`src/rtl/dmem_uart_tx.sv`:
```
// dmem_uart_tx: memory-mapped UART transmitter on the rv32i data-memory bus.
// Register window of four word registers at BASE_ADDR: TXDATA, STATUS, DIVISOR, RESULT.
// Bytes written to TXDATA are queued in a small FIFO and sent on tx, LSB first.
// RESULT latches a test-result word and raises a sticky done flag.
// Optional feature macro: UART_TX_PARITY_EN adds an even-parity bit (11-bit frame);
// without it the frame is plain 8N1 (10 bits).
module dmem_uart_tx #(
    parameter logic [7:0] BASE_ADDR    = 8'hF0,
    parameter int         FIFO_DEPTH   = 4,
    parameter int         CLKS_PER_BIT = 16
) (
    input  logic        clk,
    input  logic        rst,
    input  logic        wr_en,
    input  logic [7:0]  wr_addr,
    input  logic [7:0]  rd_addr,
    input  logic [1:0]  mode,
    input  logic [31:0] d_in,
    output logic [31:0] d_out,
    output logic        tx,
    output logic        done,
    output logic [31:0] result
);

    localparam int PW = (FIFO_DEPTH > 1) ? $clog2(FIFO_DEPTH) : 1;
    localparam int CW = PW + 1;

    localparam logic [7:0]    ADDR_TXDATA  = BASE_ADDR;
    localparam logic [7:0]    ADDR_STATUS  = BASE_ADDR + 8'd4;
    localparam logic [7:0]    ADDR_DIVISOR = BASE_ADDR + 8'd8;
    localparam logic [7:0]    ADDR_RESULT  = BASE_ADDR + 8'd12;
    localparam logic [PW-1:0] PTR_ONE      = 1;
    localparam logic [CW-1:0] CNT_ONE      = 1;
    localparam logic [CW-1:0] CNT_FULL     = CW'(FIFO_DEPTH);
    localparam logic [15:0]   DIV_RESET    = 16'(CLKS_PER_BIT);

    typedef enum logic [2:0] {
        ST_IDLE,
        ST_START,
        ST_DATA,
`ifdef UART_TX_PARITY_EN
        ST_PARITY,
`endif
        ST_STOP
    } tx_state_t;

    logic [7:0]    fifo_mem [FIFO_DEPTH];
    logic [PW-1:0] wr_ptr;
    logic [PW-1:0] rd_ptr;
    logic [CW-1:0] count;
    logic [3:0]    count4;
    logic          overflow;
    logic [15:0]   divisor;
    tx_state_t     state;
    logic [15:0]   baud_cnt;
    logic [2:0]    bit_cnt;
    logic [7:0]    shift_reg;
`ifdef UART_TX_PARITY_EN
    logic          parity_bit;
`endif

    logic fifo_empty;
    logic fifo_full;
    logic busy;
    logic bit_end;
    logic wr_txdata;
    logic wr_status;
    logic wr_divisor;
    logic wr_result;
    logic pop;
    logic push;

    assign fifo_empty = (count == '0);
    assign fifo_full  = (count == CNT_FULL);
    assign busy       = (state != ST_IDLE);
    assign bit_end    = (baud_cnt == 16'd0);
    assign count4     = 4'(count);

    assign wr_txdata  = wr_en && (wr_addr == ADDR_TXDATA);
    assign wr_status  = wr_en && (wr_addr == ADDR_STATUS);
    assign wr_divisor = wr_en && (wr_addr == ADDR_DIVISOR);
    assign wr_result  = wr_en && (wr_addr == ADDR_RESULT);

    // A pop happens when the line is free: idle, or at the very end of a stop bit so frames abut.
    assign pop  = !fifo_empty && ((state == ST_IDLE) || ((state == ST_STOP) && bit_end));
    // A full FIFO still accepts a byte when the same cycle frees a slot.
    assign push = wr_txdata && (!fifo_full || pop);

    // FIFO storage; no reset needed because the pointers define what is valid.
    always_ff @(posedge clk) begin
        if (push) begin
            fifo_mem[wr_ptr] <= d_in[7:0];
        end
    end

    // FIFO pointers, occupancy and the sticky overflow flag (cleared by any STATUS write).
    always_ff @(posedge clk or posedge rst) begin
        if (rst) begin
            wr_ptr   <= '0;
            rd_ptr   <= '0;
            count    <= '0;
            overflow <= 1'b0;
        end else begin
            if (push) begin
                wr_ptr <= wr_ptr + PTR_ONE;
            end
            if (pop) begin
                rd_ptr <= rd_ptr + PTR_ONE;
            end
            case ({push, pop})
                2'b10:   count <= count + CNT_ONE;
                2'b01:   count <= count - CNT_ONE;
                default: count <= count;
            endcase
            if (wr_txdata && !push) begin
                overflow <= 1'b1;
            end else if (wr_status) begin
                overflow <= 1'b0;
            end
        end
    end

    // Baud divisor register; zero is not a usable period so it is stored as one.
    always_ff @(posedge clk or posedge rst) begin
        if (rst) begin
            divisor <= DIV_RESET;
        end else if (wr_divisor) begin
            divisor <= (d_in[15:0] == 16'd0) ? 16'd1 : d_in[15:0];
        end
    end

    // Test-result latch: stores the write sized by mode and raises done until reset.
    always_ff @(posedge clk or posedge rst) begin
        if (rst) begin
            result <= '0;
            done   <= 1'b0;
        end else if (wr_result) begin
            done <= 1'b1;
            case (mode)
                2'b00:   result <= {24'd0, d_in[7:0]};
                2'b01:   result <= {16'd0, d_in[15:0]};
                default: result <= d_in;
            endcase
        end
    end

    // Transmit FSM with registered tx; the baud counter reloads from DIVISOR at every bit boundary.
    always_ff @(posedge clk or posedge rst) begin
        if (rst) begin
            state     <= ST_IDLE;
            tx        <= 1'b1;
            baud_cnt  <= '0;
            bit_cnt   <= '0;
            shift_reg <= '0;
`ifdef UART_TX_PARITY_EN
            parity_bit <= 1'b0;
`endif
        end else if (pop) begin
            shift_reg <= fifo_mem[rd_ptr];
`ifdef UART_TX_PARITY_EN
            parity_bit <= ^fifo_mem[rd_ptr];
`endif
            tx        <= 1'b0;
            baud_cnt  <= divisor - 16'd1;
            state     <= ST_START;
        end else begin
            case (state)
                ST_IDLE: begin
                    tx <= 1'b1;
                end
                ST_START: begin
                    if (bit_end) begin
                        tx        <= shift_reg[0];
                        shift_reg <= shift_reg >> 1;
                        bit_cnt   <= 3'd0;
                        baud_cnt  <= divisor - 16'd1;
                        state     <= ST_DATA;
                    end else begin
                        baud_cnt <= baud_cnt - 16'd1;
                    end
                end
                ST_DATA: begin
                    if (bit_end) begin
                        baud_cnt <= divisor - 16'd1;
                        if (bit_cnt == 3'd7) begin
`ifdef UART_TX_PARITY_EN
                            tx    <= parity_bit;
                            state <= ST_PARITY;
`else
                            tx    <= 1'b1;
                            state <= ST_STOP;
`endif
                        end else begin
                            tx        <= shift_reg[0];
                            shift_reg <= shift_reg >> 1;
                            bit_cnt   <= bit_cnt + 3'd1;
                        end
                    end else begin
                        baud_cnt <= baud_cnt - 16'd1;
                    end
                end
`ifdef UART_TX_PARITY_EN
                ST_PARITY: begin
                    if (bit_end) begin
                        tx       <= 1'b1;
                        baud_cnt <= divisor - 16'd1;
                        state    <= ST_STOP;
                    end else begin
                        baud_cnt <= baud_cnt - 16'd1;
                    end
                end
`endif
                ST_STOP: begin
                    if (bit_end) begin
                        state <= ST_IDLE;
                    end else begin
                        baud_cnt <= baud_cnt - 16'd1;
                    end
                end
                default: begin
                    tx    <= 1'b1;
                    state <= ST_IDLE;
                end
            endcase
        end
    end

    // Load data path; unmapped addresses and TXDATA read as zero.
    always_comb begin
        d_out = '0;
        case (rd_addr)
            ADDR_STATUS:  d_out = {24'd0, count4, overflow, busy, fifo_full, fifo_empty};
            ADDR_DIVISOR: d_out = {16'd0, divisor};
            ADDR_RESULT:  d_out = result;
            default:      d_out = '0;
        endcase
    end

endmodule
```
`config.mk`:
```
export PLATFORM = sky130hd
export DESIGN_NAME = dmem_uart_tx
export DESIGN_NICKNAME = d
export VERILOG_FILES = /design/src/rtl/dmem_uart_tx.sv
export SDC_FILE = /design/constraint.sdc
export NUM_CORES = 1
export LEC_CHECK = 0
export ABC_AREA = 1
export CELL_PAD_IN_SITES_DETAIL_PLACEMENT = 0
export CELL_PAD_IN_SITES_GLOBAL_PLACEMENT = 1
export CORE_ASPECT_RATIO = 0.6
export CORE_MARGIN = 2
export CORE_UTILIZATION = 41
export CTS_BUF_LIST = sky130_fd_sc_hd__clkbuf_8
export CTS_CLUSTER_SIZE = 12
export DETAILED_ROUTE_END_ITERATION = 16
export PLACE_DENSITY = 0.85
export RECOVER_POWER = 100
export SETUP_SLACK_MARGIN = 0.2
export SLEW_MARGIN = 25
export SYNTH_ARGS = -nofsm -noshare
export SYNTH_HDL_FRONTEND = slang
export SYNTH_SLANG_ARGS = --single-unit
export TNS_END_PERCENT = 20
```
`constraint.sdc`:
```
create_clock -name clk -period 8 [get_ports clk]
set_clock_uncertainty 0.1 [all_clocks]
set_input_delay 1.2 -clock clk [delete_from_list [all_inputs] [get_ports clk]]
set_output_delay 1.2 -clock clk [all_outputs]
set_load 0.03 [all_outputs]
```
# Word level (Yosys, flattened, before mapping)
# Memories as Yosys holds them, arrays and structs flattened.
# Cells that the tools add are included.
# totals
ff_bits	88
latchBits	0
mem_bits_rw	32
mem_bits_ro	0
in_bits	53
word_cells	108
mem_count	1
# classes
addsub	7
multipliers	0
div	0
n_lt_le_gt_ge	0
eq_ne	26
n_shift	0
n_mux	31
bitwise_logic	1
n_reduce_logical	30
# mem_list
name	words	width	rd	rd_ports_with_merged_regs	write_ports	line_no	rtl
fifo_mem	4	8	1	0	1	47	logic [7:0] fifo_mem [FIFO_DEPTH];
# op_table
operator	n
case mux 32 bit (3 select lines)	1
two-way mux 16 bit	4
case mux 32 bit (2 select lines)	1
equality test 8 bit (second input constant)	7
logical NOT 16 bit	2
two-way mux 8 bit	4
case mux 16 bit (2 select lines)	1
subtractor 16 x 1 -> 16 bit (second input constant)	2
two-way mux 3 bit	7
inequality test 3 bit (second input constant)	6
case mux 8 bit (2 select lines)	1
case mux 3 bit (2 select lines)	2
case mux 3 bit (4 select lines)	1
inequality test 2 bit (second input constant)	5
AND reduction 5 bit	2
nonzero test 3 bit	3
logical AND 1 bit	8
two-way mux 1 bit	8
adder 3 x 1 -> 3 bit (second input constant)	2
equality test 3 x 2 -> 1 bit (second input constant)	2
equality test 3 bit (second input constant)	2
logical NOT 3 bit	2
nonzero test 2 bit	3
adder 2 x 1 -> 2 bit (second input constant)	2
other kinds (13)	17

# Depth between registers and ports, before layout
# Gate-level depths: netlist of the first run.
# logic_depth
ltp_word	9
ltp_mapped	13
depth_no_buf	13

# Least setup slack after synthesis of the first run
# Ideal clock, no wire load.
# synth_path
path_type	in2out
from	input port rd_addr[1]
to	output port d_out[12]
t_arrival_ps	2447
required_time_ps	6700
setup_slack_ps	4253
path_stages	4
path_buffers	1
cell_sequence	nor2_1 -> nand4_1 -> clkbuf_1 -> o21ai_0
# synth_between
elab_chain_cells	2
word_cells_on_any_way	4
cone_classes	eq/ne: 3; mux: 1
# synth_lines
element	line_no	rtl
from (decl)	16	input logic [7:0] rd_addr,
equality test 8 bit	231	case (rd_addr)
case mux 32 bit (3 select lines) (*)	231	
to (decl)	19	output logic [31:0] d_out,
# Mark *: on every way between the ends. The rest lies on a longest branch, timed or not.

==> results of run 1 <==
## worst max-delay path: cells and delay by family
kind / cells / cell delay [ns]
buffers and inverters: 3 / 3.73
## per-stage QoR
step / utilization (%) / hold slack, ns
3_3_place_gp: 50.3 / 0.359
2_1_floorplan: - / 0.344
4_1_cts: 53.0 / 0.384
6_report: 52.6 / 0.373
5_1_grt: 52.6 / 0.411
3_5_place_dp: 50.3 / 0.360
## cell usage after synthesis (all sizes together)
cell / n / area [um^2]
a22oi: 1 / 7.51
o22ai: 14 / 87.6
fa: 1 / 20.0
a21oi: 10 / 53.8
o21ai: 96 / 484
edfxtp: 32 / 961
dfstp: 2 / 52.6
or2: 2 / 12.5
nand3b: 3 / 22.5
nand3: 48 / 280
clkbuf: 18 / 67.6
xnor2: 4 / 35.0
nor2: 93 / 389
o211ai: 4 / 40.0
and3: 1 / 6.26
nor3: 6 / 30.0
xor2: 14 / 123
inv: 106 / 398
nand4: 17 / 106
dfrtp: 85 / 2130
nor4: 4 / 25.0
a31oi: 1 / 6.26
o221ai: 7 / 61.3
nand2: 184 / 741
ha: 12 / 150
buf: 10 / 86.3
## power groups by stage
stage / Sequential, mW / Clock, mW / Combinational [mW]
2_1_floorplan: 0.741 / 0 / 0.210
3_3_place_gp: 0.751 / 0 / 0.304
3_5_place_dp: 0.752 / 0 / 0.306
4_1_cts: 0.741 / 0.608 / 0.308
5_1_grt: 0.750 / 0.636 / 0.343
6_report: 0.742 / 0.597 / 0.300
## logic make-up (layout without fill, tap and decap cells)
logic type / count (synthesis) / count (layout) / synth area share [%]
compound gates: 133 / 133 / 11.6
xor+xnor: 18 / 18 / 2.47
fa+ha+maj: 13 / 13 / 2.67
buf+inv: 134 / 260 / 8.66
flops: 119 / 119 / 49.3
simple gates: 358 / 358 / 25.3
## area by class of cell
class,instances,area [um^2],area share (%)
Clock buffer,17,234,2.91
Sequential cell,119,3140,39.1
Clock inverter,15,188,2.33
Timing Repair Buffer,122,1200,14.9
Tap cell,203,254,3.16
Multi-Input combinational cell,522,2630,32.6
Inverter,106,399,4.96
## per-layer routing
| metal | global-route usage (%) | wire length [um] |
|---|---|---|
| met5 | 0 | 13 |
| met4 | 6.15 | 161 |
| met3 | 6.09 | 1240 |
| met2 | 30.3 | 6940 |
| met1 | 34.4 | 9010 |
## how the worst min path moves through the flow
stage	depth (start not counted)	from	end
after floorplan	2	shift_reg[6]	shift_reg[6]
after global placement	2	shift_reg[6]	shift_reg[6]
after detailed placement	2	done	done
after CTS	2	done	done
after global routing	2	done	done
final	2	done	done
==> run_results.csv, run 1 <==
group,metric,value,unit
clock_tree,clockBufferDepth,2,
timing,finalSetupViolCount,0,
clock_tree,htreeDepth,4,
routing,via_per_inst,4.98,
logic_synthesis,synth.avg_cell_area,8.22,um^2
die,design.portCount,119,
clock_tree,cts_resized,0,
timing,tightest_slew,3.59,ns
timing,period_share,66.5,%
timing,fmax,0.188,GHz
place,dpl-instance-area,7690,um^2
clock_tree,cts_hold_buffers,0,
power,power_frac_clock,36.4,%
critical_path,worstSetupPathType,"in -> async",
global_routing,grt_max_degree,68,
outcome,outcome,"finished, violations left",
critical_path,cp-start-kind,"primary input",
critical_path,slowest_delay,2.59,ns
global_routing,grt_antenna_before_repair,1,
place,dp_hpwl,12500,um
critical_path,crit_chain,"dlygate4sd3_1, clkinvlp_2, clkbuf_1",
logic_synthesis,ys_warn_count,0,
critical_path,critical_path_arrival,4.96,ns
critical_path,rrSetupSlack,3.99,ns
power,internal-power,1.12,mW
die,dieArea,16600,um^2
critical_path,startpoint,"rst",
clock_tree,clk_latency,0.44,ns
routing,wire_per_inst,15.7,um
final_layout,reg_top3,"fifo_mem x32, result x32",
power,ir_drop,0.000105,V
critical_path,crit_fanout,67,
clock_tree,clk_pin_slew,0.08,ns
final_layout,nFillCells,1406,
logic_synthesis,ys_types,41,
final_layout,final_area,8040,um^2
place,portBuffers,118,
power,finalPower,1.64,mW
flow_run,max-cap-violations,2,
power,combPwrFrac,18.3,%
timing,slew_headroom,-139,%
global_routing,grtUsageTotal,22.3,%
global_routing,grt_pass1_vias,5196,
hold_path,hold_path.class,"reg -> reg",
clock_tree,numCtsBuffers,17,
final_layout,diodes,0,
power,p_switching,0.518,mW
routing,drc_errors,0,
final_layout,final_net_count,954,
routing,routed_wl,17400,um
routing,vias,5501,
logic_synthesis,synth_nets,841,
logic_synthesis,ys_ff_latch,119,
die,fp.dieW,165,um
critical_path,crit_path_end_kind,"async pin",
die,fp-row-count,35,
global_routing,grt_pass1_wl,28000,um
logic_synthesis,synthCells,775,
place,gp_congestion,0.807,
final_layout,area_growth,26.1,%
die,start_util,41.7,%
power,power.share.switching,31.6,%
outcome,violations,"capacitance limit, slew limit",
clock_tree,post_cts_buffers,0,
final_layout,layout.cells.non_filler,1104,
routing,first_pass_iters,5,
critical_path,r2r_end,"fifo_mem[3][4]",
critical_path,rr_worst_depth,10,
timing,rsz0062_at_grt,"false",
final_layout,final_cell_mix,"nand2_1, inv_1, o21ai_0",
place,place_ws,2.90,ns
timing,fin_tns_setup,0,ns
power,power_density,204,nW/um^2
clock_tree,cts.sink_count,119,
critical_path,cp.required,7.64,ns
critical_path,cp-endpoint,"wr_ptr[1]",
clock_tree,clock-root-buffer,"clkbuf_8",
clock_tree,cts_tree,"done",
die,die_h,101,um
power,seqPwrFrac,45.3,%
power,power.static_leakage,3.60,nW
final_layout,drive_gt1_share,6.10,%
critical_path,cp_slowest_cell,"clkbuf_1",
final_layout,final_common_cell,"nand2_1",
timing,finalHoldViolations,0,
logic_synthesis,ys_seq_area_share,49.3,%
place,place_inst,1072,
timing,fin_ws,2.68,ns
timing,drv_slew,132,
critical_path,regToRegStartpoint,"baud_cnt[0]",
logic_synthesis,syn_area,6370,um^2
die,core_area,15300,um^2
routing,antenna_left,0,
routing,drt_iter0_drc,520,
global_routing,grt_overflow,0,
timing,period_minus_slack,5.32,ns
Power figures use the tool's default switching activity.
==> inputs of run 2 (changes only) <==
--- a/config.mk
+++ b/config.mk
@@ -10,11 +10,11 @@
 export CELL_PAD_IN_SITES_GLOBAL_PLACEMENT = 1
 export CORE_ASPECT_RATIO = 0.6
 export CORE_MARGIN = 2
-export CORE_UTILIZATION = 41
+export CORE_UTILIZATION = 40
 export CTS_BUF_LIST = sky130_fd_sc_hd__clkbuf_8
 export CTS_CLUSTER_SIZE = 12
 export DETAILED_ROUTE_END_ITERATION = 16
-export PLACE_DENSITY = 0.85
+export PLACE_DENSITY = 0.83
 export RECOVER_POWER = 100
 export SETUP_SLACK_MARGIN = 0.2
 export SLEW_MARGIN = 25
==> constraint.sdc (replaced) <==
create_clock -name clk -period 5.42 [get_ports clk]
set_clock_uncertainty 0.1 [all_clocks]
set_input_delay 0.813 -clock clk [delete_from_list [all_inputs] [get_ports clk]]
set_output_delay 0.813 -clock clk [all_outputs]
set_load 0.03 [all_outputs]
==> run 2 against run 1 <==
Against the previous run:
- utilization fell by 0.73 points
- sequential share of layout area grew 0.10 points
- hold slack improved by 0.0077 ns
- design area shrank 0.26%
- clock-buffer cell count is the same
- sequential power rose by 47%
- power increased by 43%
- first-iteration DRC count fell by 14%
- clock power grew 37%
- highest routed layer is now met4
- the run still ends with capacitance limit, slew limit left
==> run_results.csv, run 2 (same netlist as run 1, synthesis figures left out) <==
group,metric,value,unit
outcome,outcome,"finished, violations left",
outcome,violations,"capacitance limit, slew limit",
routing,antenna_left,0,
place,dpl-instance-area,7690,um^2
final_layout,final_net_count,955,
timing,fin_tns_setup,0,ns
power,power.share.switching,33.1,%
hold_path,hold_depth,2,
die,design.portCount,119,
place,dp_hpwl,12600,um
critical_path,worstSetupPathType,"in -> out",
power,power.static_leakage,3.59,nW
die,start_util,41.2,%
timing,finalHoldViolations,0,
critical_path,r2r_end,"baud_cnt[0]",
critical_path,crit_fanout,7,
final_layout,drive_gt1_share,6.43,%
clock_tree,cts_resized,0,
clock_tree,clk_latency,0.44,ns
power,power_density,293,nW/um^2
critical_path,startpoint,"rd_addr[3]",
power,power_frac_clock,34.7,%
timing,slew_headroom,-60.7,%
timing,finalSetupViolCount,0,
die,fp-row-count,35,
hold_path,hold_path.class,"reg -> reg",
timing,fmax,0.239,GHz
critical_path,cp.required,4.51,ns
routing,via_per_inst,4.92,
flow_run,max-cap-violations,2,
global_routing,grt_pass1_wl,27900,um
routing,drt_iter0_drc,448,
power,combPwrFrac,18.8,%
clock_tree,clk_pin_slew,0.08,ns
timing,period_share,77.2,%
clock_tree,clockBufferDepth,2,
routing,first_pass_iters,5,
critical_path,cp-start-kind,"primary input",
final_layout,final_area,8020,um^2
clock_tree,cts.sink_count,119,
routing,vias,5437,
clock_tree,post_cts_buffers,0,
die,die_h,102,um
final_layout,reg_top3,"fifo_mem x32, result x32",
routing,wire_per_inst,15.6,um
clock_tree,numCtsBuffers,17,
global_routing,grt_antenna_before_repair,1,
global_routing,grt_overflow,0,
die,core_area,15500,um^2
power,internal-power,1.57,mW
final_layout,nFillCells,1471,
die,fp.dieW,167,um
routing,drc_errors,0,
place,gp_congestion,0.842,
critical_path,rr_worst_depth,11,
timing,rsz0062_at_grt,"false",
hold_path,hp-start,"done",
global_routing,grt_max_degree,66,
clock_tree,cts_tree,"done",
global_routing,grt_pass1_vias,5087,
final_layout,final_cell_mix,"nand2_1, inv_1, o21ai_0",
die,dieArea,17000,um^2
final_layout,final_common_cell,"nand2_1",
global_routing,grtUsageTotal,21.2,%
power,p_switching,0.777,mW
critical_path,critical_path_arrival,3.27,ns
timing,period_minus_slack,4.18,ns
critical_path,regToRegStartpoint,"baud_cnt[0]",
clock_tree,htreeDepth,4,
clock_tree,cts_hold_buffers,0,
critical_path,crit_path_end_kind,"output pin",
clock_tree,clock-root-buffer,"clkbuf_8",
place,portBuffers,118,
timing,tightest_slew,2.41,ns
timing,drv_slew,101,
final_layout,area_growth,25.8,%
routing,routed_wl,17200,um
power,seqPwrFrac,46.5,%
hold_path,holdPathEnd,"done",
power,ir_drop,0.000164,V
critical_path,rrSetupSlack,1.28,ns
==> run 2: cell count changes in the layout (fill, tap and decap cells not counted), moves of 2 or more <==
cell       before  now
clkinv_2        0    2
bufinv_16       3    1
inv_8           1    4
inv_4           2    0
==> run 2: final cells by class <==
| class | instances | area (um^2) | share of cell area [%] |
|---|---|---|---|
| clock inverters | 15 | 155 | 1.93 |
| well taps | 203 | 254 | 3.17 |
| inverters | 106 | 399 | 4.98 |
| flip-flops and latches | 119 | 3140 | 39.2 |
| repair buffers | 123 | 1210 | 15.1 |
| clock buffers | 17 | 234 | 2.92 |
| diodes | 1 | 2.50 | 0.0312 |
| multi-input cells | 522 | 2630 | 32.7 |
==> run 2: layer usage <==
layer | share of wire, % | global-route usage, % | wire, um
met5 | 0 | 0 | 0
met4 | 0.84 | 5.04 | 145
met3 | 7.6 | 6.49 | 1310
met2 | 38 | 28.0 | 6620
met1 | 53 | 33.2 | 9150
==> run 2: worst max-delay path: stages <==
cell and delay (ns):
clkdlybuf4s50_1 0.49, inv_1 0.06, nor2_1 0.08, nand2_1 0.05, nor2_1 0.55, inv_1 0.25
o22ai_1 0.22, dlygate4sd3_1 0.76
==> run 2: power groups by stage <==
stage               combinational [mW]  sequential (mW)  clock, mW
global route                     0.509             1.11      0.877
CTS                              0.454             1.09      0.834
finish                           0.441             1.09      0.815
global placement                 0.448             1.11          0
detailed placement               0.453             1.11          0
floorplan                        0.310             1.09          0
==> run 2: worst max-delay path by stage <==
stage                        to  slack, ns  cells past startpoint
finish                 d_out[8]       1.24                      8
global route        baud_cnt[0]       0.94                     11
CTS                    d_out[8]       1.31                      8
detailed placement     d_out[8]       1.31                      8
global placement      d_out[15]       1.28                      8
floorplan           baud_cnt[0]       2.26                      1
==> run 2: metrics by stage <==
| step | instances | util (%) | power (mW) | worst slack (ns) | hold slack (ns) |
|---|---|---|---|---|---|
| 2_1_floorplan | 775 | - | 1.40 | 2.26 | 0.344 |
| 3_3_place_gp | 1073 | 49.8 | 1.56 | 1.28 | 0.359 |
| 3_5_place_dp | 1073 | 49.8 | 1.56 | 1.31 | 0.363 |
| 4_1_cts | 1105 | 52.3 | 2.38 | 1.31 | 0.384 |
| 5_1_grt | 1106 | 51.9 | 2.49 | 0.938 | 0.422 |
| 6_report | 1106 | 51.9 | 2.35 | 1.24 | 0.380 |
==> inputs of run 3 (changes only) <==
==> constraint.sdc (replaced) <==
create_clock -name clk -period 3.9 [get_ports clk]
set_clock_uncertainty 0.1 [all_clocks]
set_input_delay 0.585 -clock clk [delete_from_list [all_inputs] [get_ports clk]]
set_output_delay 0.585 -clock clk [all_outputs]
set_load 0.03 [all_outputs]
==> run 3 against run 2 <==
Against the previous run:
- the flow still finishes with violations (capacitance limit, slew limit)
- first-iteration DRC count rose by 17%
- non-clock buffer count rose by 4
- hold slack improved by 0.0049 ns
==> run_results.csv, run 3 (same netlist as run 1, synthesis figures left out) <==
group,metric,value,unit
outcome,outcome,"finished, violations left",
outcome,violations,"capacitance limit, slew limit",
clock_tree,cts_resized,0,
final_layout,final_area,7850,um^2
place,dp_hpwl,12900,um
power,power.share.switching,33.6,%
global_routing,grt_antenna_before_repair,0,
place,portBuffers,118,
critical_path,crit_chain,"clkdlybuf4s50_1, inv_1, nor2_1, nand2_1, nor2_1, clkbuf_1, inv_1, o22ai_1, buf_4",
final_layout,drive_gt1_share,7.17,%
final_layout,area_growth,23.1,%
hold_path,hold_path.class,"reg -> reg",
power,power_density,419,nW/um^2
critical_path,critical_path_arrival,2.47,ns
critical_path,slowest_delay,0.48,ns
critical_path,cp-start-kind,"primary input",
clock_tree,clk_pin_slew,0.07,ns
global_routing,grt_pass1_wl,28000,um
global_routing,grtUsageTotal,21.4,%
critical_path,rr_worst_depth,12,
die,fp-row-count,35,
critical_path,cp_slowest_cell,"clkdlybuf4s50_1",
critical_path,r2r_end,"baud_cnt[14]",
die,core_area,15500,um^2
timing,finalSetupViolCount,0,
clock_tree,cts.sink_count,119,
routing,via_per_inst,5.00,
timing,slew_headroom,-21.4,%
critical_path,rrSetupSlack,0.82,ns
routing,vias,5547,
routing,routed_wl,17600,um
clock_tree,clockBufferDepth,2,
clock_tree,post_cts_buffers,0,
power,internal-power,2.18,mW
routing,wire_per_inst,15.8,um
power,p_switching,1.10,mW
clock_tree,cts_tree,"done",
final_layout,diodes,0,
place,dpl-instance-area,7670,um^2
die,die_h,102,um
die,start_util,41.2,%
critical_path,startpoint,"rd_addr[3]",
die,design.portCount,119,
clock_tree,numCtsBuffers,17,
timing,drv_slew,90,
critical_path,worstSetupPathType,"in -> out",
timing,fmax,0.317,GHz
timing,fin_tns_setup,0,ns
clock_tree,clock-root-buffer,"clkbuf_8",
timing,period_share,80.9,%
clock_tree,htreeDepth,4,
critical_path,regToRegStartpoint,"baud_cnt[0]",
final_layout,reg_top3,"fifo_mem x32, result x32",
critical_path,crit_fanout,11,
critical_path,cp.required,3.21,ns
critical_path,crit_path_end_kind,"output pin",
power,power.static_leakage,3.45,nW
clock_tree,cts_hold_buffers,0,
routing,antenna_left,0,
power,combPwrFrac,18.7,%
power,seqPwrFrac,46.2,%
die,dieArea,17000,um^2
power,ir_drop,0.000219,V
clock_tree,clk_latency,0.45,ns
global_routing,grt_pass1_vias,5105,
final_layout,final_net_count,959,
routing,drt_iter0_drc,526,
timing,rsz0062_at_grt,"false",
timing,finalHoldViolations,0,
power,power_frac_clock,35.0,%
routing,drc_errors,0,
routing,first_pass_iters,5,
global_routing,grt_overflow,0,
final_layout,final_common_cell,"nand2_1",
critical_path,cp-endpoint,"d_out[9]",
global_routing,grt_max_degree,54,
flow_run,max-cap-violations,2,
timing,period_minus_slack,3.16,ns
final_layout,final_cell_mix,"nand2_1, inv_1, o21ai_0",
place,gp_congestion,0.830,
timing,tightest_slew,1.82,ns
die,fp.dieW,167,um
[run 3: cell types whose count changed in the layout (fill, tap and decap cells not counted), moves of 2 or more]
cell,delta
dlygate4sd3_1,-32
clkbuf_1,+26
buf_4,+10
nand3_1,+3
nand3_2,-2
o21ai_0,+2
o21ai_1,-2
[run 3: how the worst min path moves through the flow]
stage | start | to | slack (ns) | cells after the start
6_report | shift_reg[6] | shift_reg[6] | 0.39 | 2
5_1_grt | shift_reg[6] | shift_reg[6] | 0.40 | 2
4_1_cts | shift_reg[6] | shift_reg[6] | 0.38 | 2
3_5_place_dp | shift_reg[6] | shift_reg[6] | 0.36 | 2
3_3_place_gp | done | done | 0.35 | 2
2_1_floorplan | shift_reg[6] | shift_reg[6] | 0.34 | 2
[run 3: stage by stage]
| stage | power [mW] | hold WS, ns | utilization [%] | instances | setup WS [ns] |
|---|---|---|---|---|---|
| final | 3.28 | 0.385 | 50.8 | 1109 | 0.745 |
| after global routing | 3.47 | 0.403 | 50.8 | 1109 | 0.487 |
| after CTS | 3.32 | 0.383 | 52.1 | 1109 | 1.06 |
| after detailed placement | 2.18 | 0.363 | 49.6 | 1077 | 0.981 |
| after global placement | 2.17 | 0.352 | 49.6 | 1077 | 1.04 |
| after floorplan | 1.95 | 0.344 | - | 775 | 0.968 |
[run 3: power groups by stage]
stage	clock network, mW	logic (mW)	registers, mW
6_report	1.15	0.615	1.52
5_1_grt	1.23	0.701	1.54
4_1_cts	1.17	0.636	1.52
3_5_place_dp	0	0.633	1.54
3_3_place_gp	0	0.629	1.54
2_1_floorplan	0	0.431	1.52
[run 3: per-layer routing]
| layer | up-vias | global-route usage, % | part of all wire (%) |
|---|---|---|---|
| met3 | 14 | 6.14 | 6.7 |
| li1 | 2767 | - | - |
| met5 | - | 0 | 0 |
| met4 | 0 | 4.91 | 0.74 |
| met2 | 183 | 28.1 | 39 |
| met1 | 2583 | 34.0 | 54 |
[run 3: area by class of cell]
cell class | instances | area, um^2
Sequential cell | 119 | 3140
Clock buffer | 17 | 234
Timing Repair Buffer | 127 | 1060
Fill cell | 1507 | 7610
Clock inverter | 15 | 155
Tap cell | 203 | 254
Multi-Input combinational cell | 522 | 2600
Inverter | 106 | 399
[run 3: worst max-delay path, delay by kind of cell]
family / cells / cell delay [ns]
AOI/OAI and AO/OA: 1 / 0.23
and+or+nand+nor: 3 / 0.24
buffers and inverters: 5 / 1.41
